$ cat src/rtl/sockit_spi_pkg.sv
// Shared types and constants for the SPI arbiter: FSM encoding and mux select codes.
package sockit_spi_pkg;

  typedef enum logic [1:0] {
    IDLE  = 2'd0,
    GXIP  = 2'd1,
    GREG  = 2'd2,
    DRAIN = 2'd3
  } arb_state_t;

  localparam logic SEL_XIP = 1'b0;
  localparam logic SEL_REG = 1'b1;

endpackage

$ cat src/rtl/sockit_spi_arb.sv
// Arbiter between XIP and REG/DMA requesters sharing the serializer command/data path.
// A grant covers a whole SPI transaction including the read data still outstanding.
module sockit_spi_arb
  import sockit_spi_pkg::*;
#(
  parameter logic        RRB = 1'b1,
  parameter int unsigned RCW = 8,
  parameter logic [15:0] HLD = 16'd0
)(
  input  logic           clk,
  input  logic           rst,
  input  logic           req_xip,
  input  logic           req_reg,
  input  logic           cmd_vld,
  input  logic           cmd_rdy,
  input  logic           cmd_lst,
  input  logic [RCW-1:0] cmd_rdn,
  input  logic           sdr_vld,
  input  logic           sdr_rdy,
  output logic           sel,
  output logic           gnt,
  output logic           bsy,
  output logic           err
);

  arb_state_t     state, state_nxt;
  logic [RCW-1:0] cnt, cnt_nxt;
  logic [15:0]    tmr, tmr_nxt;
  logic           win, win_nxt;
  logic           sel_nxt;
  logic           cmd_trn, sdr_trn;
  logic           cnt_err, tmo;
  logic [RCW:0]   sum, dif;

  assign cmd_trn = cmd_vld & cmd_rdy & gnt;
  assign sdr_trn = sdr_vld & sdr_rdy;
  assign bsy     = (state != IDLE);

  // Add and decrement are evaluated together so a read completing in the same
  // cycle as a new command never trips a spurious underflow.
  always_comb begin
    cnt_err = 1'b0;
    sum     = {1'b0, cnt} + (cmd_trn ? {1'b0, cmd_rdn} : '0);
    dif     = sum;
    if (sdr_trn) begin
      if (sum == '0) cnt_err = 1'b1;
      else           dif     = sum - 1'b1;
    end
    if (dif > {1'b0, {RCW{1'b1}}}) begin
      cnt_nxt = '1;
      cnt_err = 1'b1;
    end else begin
      cnt_nxt = dif[RCW-1:0];
    end
  end

  always_comb begin
    state_nxt = state;
    sel_nxt   = sel;
    win_nxt   = win;
    tmr_nxt   = '0;
    tmo       = 1'b0;
    case (state)
      IDLE: begin
        if (req_xip && (!req_reg || !RRB || win == SEL_REG)) begin
          state_nxt = GXIP;
          sel_nxt   = SEL_XIP;
          win_nxt   = SEL_XIP;
        end else if (req_reg) begin
          state_nxt = GREG;
          sel_nxt   = SEL_REG;
          win_nxt   = SEL_REG;
        end
      end
      GXIP, GREG: begin
        if (cmd_trn) begin
          if (cmd_lst) state_nxt = (cnt_nxt != '0) ? DRAIN : IDLE;
        end else if (HLD != 16'd0) begin
          tmr_nxt = tmr + 16'd1;
          if (tmr_nxt >= HLD) begin
            tmo       = 1'b1;
            state_nxt = (cnt_nxt != '0) ? DRAIN : IDLE;
          end
        end
      end
      DRAIN: begin
        if (cnt_nxt == '0) state_nxt = IDLE;
      end
      default: state_nxt = IDLE;
    endcase
  end

  always_ff @(posedge clk) begin
    if (rst) begin
      state <= IDLE;
      sel   <= SEL_XIP;
      gnt   <= 1'b0;
      err   <= 1'b0;
      cnt   <= '0;
      tmr   <= '0;
      win   <= SEL_REG;
    end else begin
      state <= state_nxt;
      sel   <= sel_nxt;
      gnt   <= (state_nxt == GXIP) || (state_nxt == GREG);
      err   <= err | cnt_err | tmo;
      cnt   <= cnt_nxt;
      tmr   <= tmr_nxt;
      win   <= win_nxt;
    end
  end

endmodule

$ cat config.mk
export PLATFORM = sky130hd
export DESIGN_NAME = sockit_spi_arb
export DESIGN_NICKNAME = d
export VERILOG_FILES = /design/src/rtl/sockit_spi_pkg.sv /design/src/rtl/sockit_spi_arb.sv
export SDC_FILE = /design/constraint.sdc
export NUM_CORES = 1
export LEC_CHECK = 0
export BUFFER_PORTS_ARGS = -buffer_cell sky130_fd_sc_hd__buf_2
export CORE_MARGIN = 8
export CORE_UTILIZATION = 45
export CTS_CLUSTER_DIAMETER = 120
export CTS_CLUSTER_SIZE = 8
export DETAILED_ROUTE_END_ITERATION = 10
export PLACE_DENSITY = 0.76
export SLEW_MARGIN = 20
export SYNTH_ARGS = -nofsm -noshare
export SYNTH_HDL_FRONTEND = slang
export SYNTH_SLANG_ARGS = --single-unit
$ cat constraint.sdc
create_clock -name clk -period 7 [get_ports clk]
set_clock_uncertainty 0.1 [all_clocks]
set_input_delay 0.7 -clock clk [delete_from_list [all_inputs] [get_ports clk]]
set_output_delay 0.7 -clock clk [all_outputs]
set_load 0.005 [all_outputs]
==> results.md <==
* Outcome: finished clean
* Ys Warns at 0
* Fin Hold WS at between 0.3 and 0.4 ns
* Worst-path clk slew at approximately 0.09 ns
* Dpl cells at 263
* Worst setup path category: input port to register
* Register area at between 200 and 300 sq um
* Worst path slowest cell: a2111oi_4
* Critical-path cell list: buf_2 -> and3_1 -> and2_1 -> ha_1 -> fa_1 -> a21o_1 -> a31oi_1 -> o311ai_2 -> a2111oi_4 -> a32oi_1 -> or3b_1 -> o31a_1 -> a2111oi_1
* Sink Count at 14
* Average size of a mapped cell at 7.557 sq um
* Worst setup margin at 2.641 ns
* Critical path arrival at 4.43 ns
* Vias per std cell at 5.861
* Post-CTS sizing at 0
* Worst slack at placement at 2.377 ns
* Share of cells above drive strength 1 at 14.48%
* CP max stage delay at 0.57 ns
* Worst-path fanout max at 10
* Initial antenna violation count at 0
* # rows at 21
* Worst skew pair latency at 0.29 ns
* Pin count of the biggest net entering global routing at 15
* Die Area at 0.005491 sq mm
* Number of synthesized flops with an enable pin at 0
* Overflow after GRT at 0
* Gpl congestion at approximately 0.91
* I/O pin count at 21
* Post-Layout Cell Count at about 270
* Final setup vio count at 0
* Via Count at 1565
* Fin. Hold Viols at 0
* Global-route wire length before repair at 6472 um
* Fin Setup TNS at 0 ns
* Top cell type's share of synthesized area at between 10% and 20%
* Tcrit/Tclk final at 62.27%
* CP startpoint kind: input port
* Async SR Flop Fraction at 0%
* Fin. max-slew vios at 0
* Fillers at 333
* Critical path endpoint category: register
* Synthesized area at 0.001519 sq mm
* RSZ-0062 raised after global routing: no
* Post-Syn Nets at 231
* # nets final at 252
* Post-route ant nets at 0
* Max_slew headroom at 58.79%
* Cell variety after synth at 52
* Longest Clk Path Bufs at 2
* I/O Buffers at 20
* Post-CTS setup buffer count at 0
* CTS buffer count at 3
* Dominant cell type by area after synthesis: dfxtp_1
* Fmax at between 200 and 250 MHz
* Routed wire length at about 3700 um
* Vias in the first global route at 1461
* Worst slew pin tran at a little over 0.6 ns
* Max cap viols at 0
* Hold Crit Class: register to register
* Worst vdd ir at ~0.19 mV
* CTS HTree Levels at 1
* Antenna Cells at 0
* Post-DP HPWL at 2953 um
* Die width at 74.10 um
* Leak at 0.7391 nW
* Reg2Reg Setup Slack at around 2.8 ns
* Total Power at 0.7378 mW
* Critical Path RT at 7.07 ns
* Main flop type after synthesis: dfxtp_1
* Seq/Total Area, Yosys at 18.45%
* Area delta synth->final at 11.70%
* Hold_buf cts at 0
* Die span in y at between 70 and 80 um
* Tmin final at 4.359 ns
* Post-Syn Instances at 201
* Drt pass-1 iters at 5
* Initial Util at 46.25%
* Area of the core at 0.003284 sq mm
* Power per cell area at 434.9 mW/mm^2
* Residual DRC at 0
* GR Util All Layers at 14.53%
* CTS tree: yes
* WL/cell at 13.93 um
* Clock root buffer: clkbuf_4
* Top cells by area, synth: dfxtp_1 18%, ha_1 9.9%, a21oi_1 6.3%, nand2_1 5.4%, o21ai_0 4.6%
* Area of the multi-input gates at 0.001192 sq mm
* Initial drt markers at roughly 140
* #FFs+latches synth at 14
[cell usage in the layout, fill, tap and decap left out, types with 2 or more instances in the layout]
cell type	instances
o21ai_0	14
a221oi_1	2
nor2_1	14
a211oi_1	4
nor3_1	2
a31oi_1	4
o21a_1	4
nand3_1	8
ha_1	12
a21oi_1	19
nor4_1	4
and3_1	3
xnor2_1	5
a211o_1	3
inv_1	8
dfxtp_1	14
nand2_1	22
nor2b_1	3
o2111ai_1	2
buf_2	20
o31a_1	3
clkbuf_4	3
and2_1	11
nand2b_1	3
a21o_1	4
o211ai_1	3
[power by group]
| group | total [mW] | internal [mW] | switching, mW |
|---|---|---|---|
| registers | 0.130 | 0.113 | 0.0176 |
| logic | 0.546 | 0.223 | 0.324 |
| clock network | 0.0611 | 0.0317 | 0.0294 |
[critical path, delay by kind of cell]
family | cells | cell delay [ns]
buffers and inverters | 1 | 0.09
and+or+nand+nor | 3 | 0.91
adders and majority gates | 2 | 0.70
AOI/OAI and AO/OA | 7 | 2.02
[registers in the layout, summed over array words and instances, names as in the netlist]
name   count
state      2
gnt        1
err        1
sel        1
cnt        8
win        1
[cells by family (layout without fill, tap and decap cells)]
| group | after synthesis | count (layout) | synth area share, % |
|---|---|---|---|
| fa+ha+maj | 13 | 13 | 11.20 |
| xor+xnor | 6 | 6 | 3.460 |
| flops | 14 | 14 | 18.45 |
| simple gates | 79 | 79 | 26.86 |
| buf+inv | 12 | 32 | 3.047 |
| compound gates | 75 | 75 | 35.59 |
| mux | 2 | 2 | 1.400 |
[cell usage after synthesis (all sizes together), types with 4 or more instances]
cell,instances
a211oi,5
a21o,4
a21oi,20
a31oi,4
and2,11
dfxtp,14
ha,12
inv,8
nand2,22
nand3,8
nor2,14
nor4,4
o21a,4
o21ai,15
xnor2,5
[area by class of cell]
| type | count | share of cell area (%) |
|---|---|---|
| Tap cell | 46 | 3.392 |
| Multi-Input combinational cell | 175 | 70.28 |
| Sequential cell | 14 | 16.52 |
| Inverter | 8 | 1.770 |
| Clock buffer | 4 | 2.139 |
| Timing Repair Buffer | 20 | 5.900 |
[through the flow]
stage | cell area, sq um | utilization, %
final | 1697 | 51.66
after global routing | 1697 | 51.66
after CTS | 1697 | 51.66
after detailed placement | 1660 | 50.55
after global placement | 1660 | 50.55
after floorplan | 1519 | -
[final timing paths]
path	from	end	cells past startpoint
worst max-delay path	cmd_vld	gnt	13
worst min-delay path	err	err	2
worst max register to register	gnt	gnt	12
worst min register to register	err	err	2
[layer usage]
metal  global-route usage, %  vias up  share of wire [%]
met1                   19.94      687                 50
met4                   5.100        0                1.2
li1                        -      804                  -
met3                   2.156        6                7.0
met2                   22.27       68                 41
met5                       0        -                  0
Note: power is estimated with default switching activity, not from simulation.
